### src/rtl/calci_core.sv
// calci_core: 8-bit calculator, single-cycle add/sub, 8-step shift-add multiply and restoring divide
module calci_core #(
    parameter logic [15:0] DIV0_RESULT = 16'hFFFF
) (
    input  logic        clk,
    input  logic        rst,
    input  logic        Valid,
    input  logic [7:0]  A,
    input  logic [7:0]  B,
    input  logic [1:0]  ctrl,
    output logic        Stall,
    output logic [15:0] C,
    output logic        Done
);
    typedef enum logic [1:0] {IDLE, MUL, DIV} state_t;
    state_t      state_q, state_d;
    logic [2:0]  cnt_q, cnt_d;
    logic [7:0]  a_q, a_d, b_q, b_d;
    logic [15:0] acc_q, acc_d, c_q, c_d;
    logic        done_q, done_d, stall_q, stall_d;
    logic [8:0]  trial;
    logic [7:0]  diff;
    logic        ge;
    logic [15:0] mstep, dstep;
    // acc holds the product while multiplying, and {remainder, dividend/quotient} while dividing
    assign trial = {acc_q[15:8], acc_q[7]};
    assign ge    = trial >= {1'b0, b_q};
    assign diff  = trial[7:0] - b_q;
    assign mstep = acc_q + (b_q[cnt_q] ? ({8'b0, a_q} << cnt_q) : 16'h0000);
    assign dstep = {ge ? diff : trial[7:0], acc_q[6:0], ge};
    assign Stall = stall_q;
    assign C     = c_q;
    assign Done  = done_q;
    // state and datapath registers, all cleared asynchronously
    always_ff @(posedge clk or posedge rst) begin
        if (rst) begin
            state_q <= IDLE;
            cnt_q   <= 3'd0;
            a_q     <= 8'd0;
            b_q     <= 8'd0;
            acc_q   <= 16'd0;
            c_q     <= 16'd0;
            done_q  <= 1'b0;
            stall_q <= 1'b0;
        end else begin
            state_q <= state_d;
            cnt_q   <= cnt_d;
            a_q     <= a_d;
            b_q     <= b_d;
            acc_q   <= acc_d;
            c_q     <= c_d;
            done_q  <= done_d;
            stall_q <= stall_d;
        end
    end
    // next state: accept in IDLE, otherwise run one iteration and finish on count 7
    always_comb begin
        state_d = state_q;
        cnt_d   = cnt_q;
        a_d     = a_q;
        b_d     = b_q;
        acc_d   = acc_q;
        c_d     = c_q;
        done_d  = 1'b0;
        case (state_q)
            IDLE: if (Valid) begin
                a_d   = A;
                b_d   = B;
                cnt_d = 3'd0;
                case (ctrl)
                    2'b00: begin
                        c_d    = {7'b0, {1'b0, A} + {1'b0, B}};
                        done_d = 1'b1;
                    end
                    2'b01: begin
                        c_d    = {8'b0, A} - {8'b0, B};
                        done_d = 1'b1;
                    end
                    2'b10: begin
                        state_d = MUL;
                        acc_d   = 16'd0;
                    end
                    default: begin
                        state_d = DIV;
                        acc_d   = {8'b0, A};
                    end
                endcase
            end
            MUL: begin
                acc_d = mstep;
                cnt_d = cnt_q + 3'd1;
                if (cnt_q == 3'd7) begin
                    c_d     = mstep;
                    done_d  = 1'b1;
                    state_d = IDLE;
                    cnt_d   = 3'd0;
                end
            end
            DIV: begin
                acc_d = dstep;
                cnt_d = cnt_q + 3'd1;
                if (cnt_q == 3'd7) begin
                    c_d     = (b_q == 8'd0) ? DIV0_RESULT : dstep;
                    done_d  = 1'b1;
                    state_d = IDLE;
                    cnt_d   = 3'd0;
                end
            end
            default: state_d = IDLE;
        endcase
        stall_d = state_d != IDLE;
    end
endmodule

### config.mk
export PLATFORM = sky130hd
export DESIGN_NAME = calci_core
export DESIGN_NICKNAME = d
export VERILOG_FILES = /design/src/rtl/calci_core.sv
export SDC_FILE = /design/constraint.sdc
export NUM_CORES = 1
export LEC_CHECK = 0
export ABC_AREA = 1
export BUFFER_PORTS_ARGS = -buffer_cell sky130_fd_sc_hd__buf_2
export CORE_MARGIN = 1
export CORE_UTILIZATION = 40
export DETAILED_ROUTE_END_ITERATION = 10
export GPL_TIMING_DRIVEN = 1
export PLACE_DENSITY_LB_ADDON = 0.05
export SYNTH_ARGS = -nofsm -noshare
export SYNTH_HDL_FRONTEND = slang
export SYNTH_SLANG_ARGS = --single-unit
### constraint.sdc
create_clock -name clk -period 5 [get_ports clk]
set_input_delay 0.25 -clock clk [delete_from_list [all_inputs] [get_ports clk]]
set_output_delay 0.25 -clock clk [all_outputs]
set_load 0.005 [all_outputs]
# Word level (Yosys, flattened, before mapping)
# Cells that the tools add are included.
# word_totals
regBits,55
in_bits,21
output_inout_bits,18
word_cells,62
# classes
n_addsub,5
order_cmp,2
n_eq_ne,10
shift,1
mux,24
n_reduce_logical,12
# ops
op,count
16-bit two-way mux,6
16-bit case mux with 3 select lines,2
16-bit case mux with 2 select lines,2
16-bit adder,1
8-bit by 3-bit left shift with 16-bit output,1
8-bit by 8-bit adder with 9-bit output,1
9-bit by 8-bit >= comparator with 1-bit output,1
8-bit by 8-bit subtractor with 9-bit output,1
8-bit logical NOT,1
8-bit two-way mux,1
"2-bit != test, second input constant",4
2-bit case mux with 2 select lines,2
8-bit subtractor,1
3-bit two-way mux,2
3-bit case mux with 2 select lines,1
5-bit AND reduction,1
"2-bit by 1-bit equality test with 1-bit output, second input constant",2
"2-bit equality test, second input constant",2
2-bit logical NOT,2
"3-bit by 4-bit less-than comparator with 1-bit output, second input constant",1
1-bit two-way mux,4
2-bit two-way mux,2
2-bit AND reduction,2
2-bit nonzero test,2
other kinds (8),9

# Logic depth before layout (Yosys ltp)
# Gate-level depths: netlist of run 1.
# depth
depth_word,6
ltp_mapped,22
depth_no_buf,21

# Worst setup path after synthesis of run 1
# Ideal clock, no wire load.
# synth_path
path_type,reg2reg
start,register cnt_q[0]
end,register c_q[7] (netlist: C[7])
setup_ns,0.117
arrival_time_ns,2.468
required_ns,4.883
path_slack_ns,2.415
stages_incl_launch_ff,21
path_buffers,2
period_less_slack_ns,2.585
cell_sequence,dfrtp_1 > buf_2 > buf_2 > o21ai_0 > nand2_1 > o21ai_0 > nor2_1 > o21ai_0 > inv_1 > ha_1 > nand2_1 > inv_1 > a21oi_1 > nand2_1 > or2_1 > nand3_1 > nand3_1 > nand2_1 > nand2_1 > nand2_1 > nand2_1
# synth_between
elab_chain_cells,6
# synth_rtl
element,line,rtl
"start, declared",17,"logic [2:0] cnt_q, cnt_d;"
"start signal, assigned",47,cnt_q <= cnt_d;
1-bit binary-select mux with 3-bit select,29,"assign mstep = acc_q + (b_q[cnt_q] ? ({8'b0, a_q} << cnt_q) : 16'h0000);"
1-bit two-way mux (implied by the code),29,
16-bit two-way mux,29,
16-bit adder,29,
16-bit two-way mux,92,if (cnt_q == 3'd7) begin
16-bit case mux with 3 select lines,65,case (state_q)
"end signal, assigned",42,c_q <= 16'd0;
"end signal, assigned",51,c_q <= c_d;
"end, declared",19,"logic [15:0] acc_q, acc_d, c_q, c_d;"
# Parallel ways exist; a longest one is shown, timed or not. The select of a mux whose other input is x is not followed.
# A chain may end at the register's enable or synchronous reset.

# Worst setup path after layout of run 1
# layout_path
start,register cnt_q[0]
end,register c_q[10] (netlist: C[10])
# Same word-level chain as after synthesis.

==> results by group, run 1 <==
Outcome
  • Outcome: finished clean

Yosys
  • Netlist cell types: 43
  • FFs w/ async S/R, synth: between 90% and 100%
  • Yosys top cell area share: 26.5%
  • Synthesized flop and latch total: between 50 and 60
  • Yosys warns: 0
  • Number of synthesized flops with an enable pin: 0
  • Synthesized area: slightly above 0.005 mm²
  • Leading area contributor after synthesis: dfrtp_1
  • Syn Inst Count: 798
  • Synth Net Count: around 870
  • Seq/Total Area, Yosys: a little over a quarter
  • Post-synthesis average cell area: about 6.5 µm²
  • Ys flop type: dfrtp_1
  • Synth top area cells: dfrtp_1 27%, nand2_1 18%, ha_1 11%

Floorplanning
  • DIE WIDTH: between 100 and 150 µm
  • Row count: a little over 40
  • Die H: roughly 120 µm
  • Starting Density: about two fifths
  • Die area: 0.0134 mm²
  • Area of the core: between 0.01 and 0.015 mm²
  • Top-level I/O count: 39

Flow run
  • Max_cap viols: 0

Power and ir drop
  • Combinational power share: between 60% and 70%
  • Net Sw Frac: a little over half
  • Power, Total: around 3.2 mW
  • Sw Pwr: roughly 1.8 mW
  • Pint: 1.48 mW
  • Peak VDD IR: between 0.2 and 0.25 mV
  • Cell Pwr Density: between 500 and 600 mW/mm²
  • Clock share of power: roughly an eighth
  • Pleak: 3.14 nW
  • Sequential Power Share: around 25%

Worst setup path
  • Cell chain of the critical path: inv_2, nand2_1, o21ai_0, o21ai_0, nor2_1, o21ai_0, inv_1, ha_1, a21oi_1, nand3_1, nand3_1, nand2_1, o21ai_0, nand3_1, nand2_1, nand2_1
  • Slowest Stage Delay on Critical Path: between 600 and 700 ps
  • CP required: ~5200 ps
  • Crit start category: flip-flop
  • Worst Setup End Kind: flip-flop
  • CP Data Arrival Time: about 3500 ps
  • FF-to-FF Start: cnt_q[0]
  • Worst setup path startpoint: cnt_q[0]
  • CP Class: reg2reg
  • Max FO, Critical Path: 17
  • Critical path's slowest cell: dfrtp_1

Clocking
  • Htree depth: 2
  • Post-cts resize count: 0
  • Worst-path clk slew: approximately 80 ps
  • Clk_lat worst skew: between 300 and 400 ps
  • Post-CTS Hold Fix Bufs: 0
  • Clk root buf: clkbuf_16
  • Clock buffer depth: 2
  • CTS tree: yes
  • Postcts setup bufs: 0
  • Cts bufs inserted: 5
  • CTS sink count: 55

Timing
  • Clock skew: between 10 and 15 ps
  • Period utilization: ~66%
  • Min Tclk post-route: 3300 ps
  • Final hold vios: 0
  • Worst-margin pin slew: roughly 830 ps
  • PnR worst setup slack: between 1500 and 2000 ps
  • Max-slew headroom: between 40 and 50%
  • Max frequency: 303 MHz
  • RSZ-0062 raised after global routing: no
  • Final Max Tran Viols: 0
  • Endpoints failing setup: 0
  • Final setup TNS: 0 ps

Place
  • Placed Area: ~0.0055 mm²
  • Inst Count DP: around 1000
  • Dpl hpwl: about 14000 µm
  • Post-Place Setup Slack: ~1800 ps
  • Routability cong.: 0.950
  • PortBufs: 38

GRT
  • Met1 Track Usage GR: 34.0%
  • Initial antenna violation count: 0
  • Pin count of the biggest net entering global routing: 56
  • Vias in the first global route: about 5100
  • Global-route wire length before repair: between 20000 and 30000 µm
  • M3 GR Usage: 2.82%
  • Grt ovf: 0
  • Gr usage total: a little over a quarter
  • GRT busiest layer: met2
  • Met2 usage: 46.9%

Drt
  • WL/cell: 16.9 µm
  • Drt initial violations: 373
  • DR vias: between 5000 and 6000
  • Final ANT Viol Nets: 0
  • Post-Route WL: between 15000 and 20000 µm
  • Total iterations of the first detailed-routing run: 6
  • DR DRC count: 0
  • Vias/cell: between 5 and 6

Layout
  • Most frequent cells in the layout: 243 x nand2_1, 106 x inv_1, 66 x nand3_1
  • Final cell count without fillers: 1000
  • NumNets Final: roughly 900
  • Ant. Diodes: 0
  • Area Growth Syn to Fin: 9.17%
  • Most common cell after layout, fill and taps aside: nand2_1
  • Share of layout cells above drive strength 1: 9.78%
  • Design area: about 0.0057 mm²

Worst hold path
  • Worst hold-check path type: in2async
cell type report:
cell class | instances | area [µm²]
Clock buffer | 5 | 125
Clock inverter | 3 | 22.5
Inverter | 117 | 439
Timing Repair Buffer | 40 | 205
Multi-Input combinational cell | 608 | 3280
Fill cell | 1385 | 6960
Sequential cell | 55 | 1380
Tap cell | 172 | 215
worst max-delay path, delay by kind of cell, from the launching register on:
kind,cells,cell delay [ps]
flip-flops,1,660
AND/OR/NAND/NOR,8,870
buffers and inverters,2,240
adder cells (fa/ha/maj),1,330
AO/OA/AOI/OAI,5,1110
path summary, 6_finish.rpt:
kind,end,slack [ps],cells after the start
worst max-delay path,C[10],1700,16
worst min register to register,C[1],480,2
worst max register to register,C[10],1700,16
max in group asynchronous,acc_q[13],4370,3
worst min-delay path,C[2],140,3
min in group clk,a_q[3],220,3
kinds of logic after synthesis:
family,count (synthesis),share of synthesized area (%)
flip-flops,55,26.5
AO/OA/AOI/OAI,138,14.9
multiplexers,3,0.579
adder cells (fa/ha/maj),49,12.4
buffers and inverters,135,10.3
XOR/XNOR,6,1.01
AND/OR/NAND/NOR,412,34.3
power by group through the flow:
| stage | Sequential (mW) | Clock (mW) | Combinational (mW) |
|---|---|---|---|
| finish | 0.820 | 0.379 | 2.05 |
| global placement | 0.820 | 0 | 2.03 |
| floorplan | 0.745 | 0 | 1.53 |
| detailed placement | 0.825 | 0 | 2.04 |
| global route | 0.848 | 0.400 | 2.33 |
| CTS | 0.818 | 0.383 | 2.05 |
registers in the layout, summed over array words and instances, names as in the netlist:
signal	flops
cnt_q	3
C	16
a_q	8
b_q	8
Done	1
Stall	1
acc_q	16
state_q	2
Yosys cell counts, types with 2 or more instances:
cell and n:
nor3_1 9, o21ai_1 10, buf_2 11, a31oi_1 6, ha_1 45, nor2_1 58
mux2i_1 3, nand2_4 3, o211ai_2 3, nand3_1 66, fa_1 4, nand2_1 243
nand2_2 3, nand4_1 11, o21ai_0 63, a22o_1 2, clkbuf_1 6, a21oi_1 43
nand3_2 5, inv_2 9, nand3b_1 3, inv_1 107, dfrtp_1 55, nor2_2 3
or2_1 3, nor2_4 2, xor2_1 6
metrics by stage:
| stage | hold slack [ps] | utilization, % |
|---|---|---|
| 2_1_floorplan | 360 | - |
| 6_report | 138 | 44.9 |
| 3_3_place_gp | 461 | 43.7 |
| 3_5_place_dp | 464 | 43.7 |
| 4_1_cts | 187 | 44.9 |
| 5_1_grt | 221 | 44.9 |
routing by layer:
| layer | up-vias | part of all wire (%) |
|---|---|---|
| met1 | 2450 | 45 |
| met4 | 0 | 3.5 |
| met2 | 125 | 48 |
| li1 | 2645 | - |
| met3 | 35 | 3.3 |
| met5 | - | 0 |
Power figures use the tool's default switching activity.
==> run 2, diff against run 1 <==
ABC_AREA = 0   (was 1)
clock period = 3.35 ns   (was 5 ns; I/O delays follow)
==> run 2 against run 1 <==
Sequential share of layout area up 0.23 points. Clock skew down 6.8 ps. Clock power up 46%. Largest cell class unchanged.
==> results by group, run 2 <==
Outcome
  • Outcome: finished clean

Yosys
  • Post-synthesis mux area share: 6.31% (+5.7 points)
  • Netlist cell types: 67 (+56%)
  • Synth top area cells: dfrtp_1 28%, ha_1 12%, o21ai_0 5.6%
  • Leading area contributor after synthesis: dfrtp_1
  • Largest family of logic cells by synthesized area: compound AO/OA/AOI/OAI gates
  • Yosys warns: 0 (unchanged)
  • Number of synthesized flops with an enable pin: 0 (unchanged)
  • List of most frequent post-synthesis cells: 59 x nand2_1, 55 x dfrtp_1, 55 x o21ai_0, 47 x nor2_1, 45 x ha_1
  • Post-synthesis average cell area: 8.35 µm² (+29%)
  • Synthesized area: 0.00490 mm² (-5.6%)
  • Post-Synth XOR/XNOR Area: 3.40% (+2.4 points)
  • Ys flop type: dfrtp_1
  • Syn Inst Count: 586 (-27%)
  • Seq/Total Area, Yosys: 28.1% (+1.6 points)
  • FFs w/ async S/R, synth: 100% (unchanged)
  • Adder-cell share of the synthesized area: 13.1% (+0.74 points)
  • Most common cell in the netlist: nand2_1
  • Synth Net Count: 656 (-24%)
  • Synth Area in Compound Gates: 25.6% (+11 points)
  • Synthesized flop and latch total: 55 (unchanged)
  • Simple-gate portion of the synthesized area: 17.0% (-17 points)
  • Yosys top cell area share: 28.1% (+1.6 points)

Worst setup path
  • Max FO, Critical Path: 5 (-12)
  • Crit start category: flip-flop
  • Reg2Reg Setup Slack: 110 ps (-1590 ps)
  • R2r endpoint: C[13]
  • Slowest Stage Delay on Critical Path: 520 ps (-140 ps)
  • Cells on worst reg2reg path: 12 (-4)
  • Cell chain of the critical path: mux4_2, nand2_1, and2_2, a21oi_1, ha_1, a21oi_2, o211ai_2, a41o_1, o41ai_2, xnor2_1, a22o_1, o221a_1
  • Critical path's slowest cell: mux4_2
  • CP Class: reg2reg
  • Critical Path End: C[13]
  • Worst Setup End Kind: flip-flop
  • Worst setup path startpoint: cnt_q[1]
  • CP required: 3550 ps (-1650 ps)
  • FF-to-FF Start: cnt_q[1]
  • CP Data Arrival Time: 3440 ps (-70 ps)

GRT
  • Grt ovf: 0 (unchanged)
  • Pin count of the biggest net entering global routing: 40 (-29%)
  • Gr usage total: 24.8% (-2.2 points)
  • Vias in the first global route: 4315 (-16%)
  • Global-route wire length before repair: 23800 µm (-11%)
  • Initial antenna violation count: 0 (unchanged)

Layout
  • Ant. Diodes: 0 (unchanged)
  • Area Growth Syn to Fin: 14.6%
  • Share of layout cells above drive strength 1: 19.6% (+9.8 points)
  • Most common cell after layout, fill and taps aside: nand2_1
  • Design area: 0.00561 mm² (-0.95%)
  • NumNets Final: 709 (-21%)
  • Final cell count without fillers: 786 (-21%)
  • Most frequent cells in the layout: 59 x nand2_1, 55 x dfrtp_1, 52 x o21ai_0

Floorplanning
  • Die area: 0.0127 mm² (-5.5%)
  • DIE WIDTH: 113 µm (-2.8%)
  • Die H: 113 µm (-2.8%)
  • Top-level I/O count: 39 (unchanged)
  • Area of the core: 0.0120 mm² (-5.2%)
  • Row count: 40 (-2.4%)
  • Starting Density: 40.9% (-0.18 points)

Timing
  • Final hold vios: 0 (unchanged)
  • Max-slew headroom: 42.7% (-1.8 points)
  • Max frequency: 309 MHz (+1.9%)
  • Worst-margin pin slew: 857 ps (+24.7 ps)
  • RSZ-0062 raised after global routing: yes
  • Endpoints failing setup: 0 (unchanged)
  • Min Tclk post-route: 3240 ps (-61.9 ps)
  • Final setup TNS: 0 ps (unchanged)
  • Clock skew: 4.03 ps (-6.79 ps)
  • Period utilization: 96.7% (+31 points)
  • Final Max Tran Viols: 0 (unchanged)

Worst hold path
  • Worst hold-check path type: in2async

Drt
  • DR vias: 4485 (-15%)
  • DR DRC count: 0 (unchanged)
  • Post-Route WL: 15300 µm (-9.5%)
  • Final ANT Viol Nets: 0 (unchanged)
  • WL/cell: 19.4 µm (+15%)
  • Vias/cell: 5.71 (+8.6%)
  • Total iterations of the first detailed-routing run: 7 (+1)
  • Drt initial violations: 361 (-3.2%)

Clocking
  • CTS sink count: 55 (unchanged)
  • Cts bufs inserted: 5 (unchanged)
  • CTS tree: yes
  • Htree depth: 2 (unchanged)
  • Worst-path clk slew: 70 ps (about the same)
  • Clock buffer depth: 2 (unchanged)
  • Clk root buf: clkbuf_16
  • Clk_lat worst skew: 300 ps (about the same)

Place
  • Inst Count DP: 778 (-22%)
  • PortBufs: 38 (unchanged)
  • Routability cong.: 0.880 (-7.4%)
  • Placed Area: 0.00537 mm² (-2.6%)
  • Dpl hpwl: 12200 µm (-10%)

Flow run
  • Max_cap viols: 0 (unchanged)

Power and ir drop
  • Power, Total: 5.47 mW (+69%)
  • Peak VDD IR: 0.515 mV (+120%)
  • Cell Pwr Density: 975 mW/mm² (+70%)
  • Pleak: 2.60 nW (-17%)
[run 2: worst min-delay path by stage]
| stage | from | endpoint | slack, ps | cells past startpoint |
|---|---|---|---|---|
| finish | rst | C[12] | 20 | 2 |
| floorplan | A[6] | a_q[6] | 320 | 1 |
| CTS | rst | C[9] | 60 | 2 |
| global route | rst | C[9] | 100 | 2 |
| global placement | rst | C[9] | 380 | 2 |
| detailed placement | rst | C[9] | 380 | 2 |
[run 2: area by class of cell]
class,count,area [µm²]
Fill cell,1152,6350
Multi-Input combinational cell,463,3290
Sequential cell,55,1380
Timing Repair Buffer,72,458
Tap cell,147,184
Inverter,42,158
Clock buffer,6,139
Clock inverter,1,8.76
[run 2: repair_timing]
| item | in CTS | in global routing |
|---|---|---|
| setup buffers | 0 | 1 |
| hold buffers | 0 | 0 |
| resized for setup | 0 | 21 |
| endpoints found under the setup margin | 0 | 17 |
[run 2: cells by family after synthesis]
kind of cell	count (synthesis)
DFF	55
muxes	26
adders and majority gates	49
AOI/OAI and AO/OA	191
buffers and inverters	68
xor gates and xnor gates	19
and+or+nand+nor	178
[run 2: report_power, final]
| part | switching [mW] | total (mW) | internal [mW] |
|---|---|---|---|
| clock | 0.258 | 0.555 | 0.297 |
| sequential | 0.245 | 1.20 | 0.952 |
| combinational | 2.17 | 3.72 | 1.55 |
| total | 2.67 | 5.47 | 2.80 |
[run 2: per-stage QoR]
stage	hold WS [ps]	setup WS, ps	utilization (%)
floorplan	318	0.103	-
global placement	379	87.3	44.9
detailed placement	380	63.4	44.9
CTS	55.9	55.1	46.1
global route	96.9	-146	46.9
finish	19.6	110	46.9
[run 2: metal layers]
metal	GRT usage (%)	part of all wire, %	vias up
li1	-	-	2219
met1	33.9	47	2151
met2	41.4	48	100
met3	2.97	3.0	15
met4	6.49	1.9	0
met5	0	0	-
[run 2: critical path: cells and delay by family (launching register included)]
family | cells | cell delay (ps)
compound gates | 7 | 1360
mux | 1 | 520
flops | 1 | 400
simple gates | 2 | 390
fa+ha+maj | 1 | 350
xor+xnor | 1 | 110
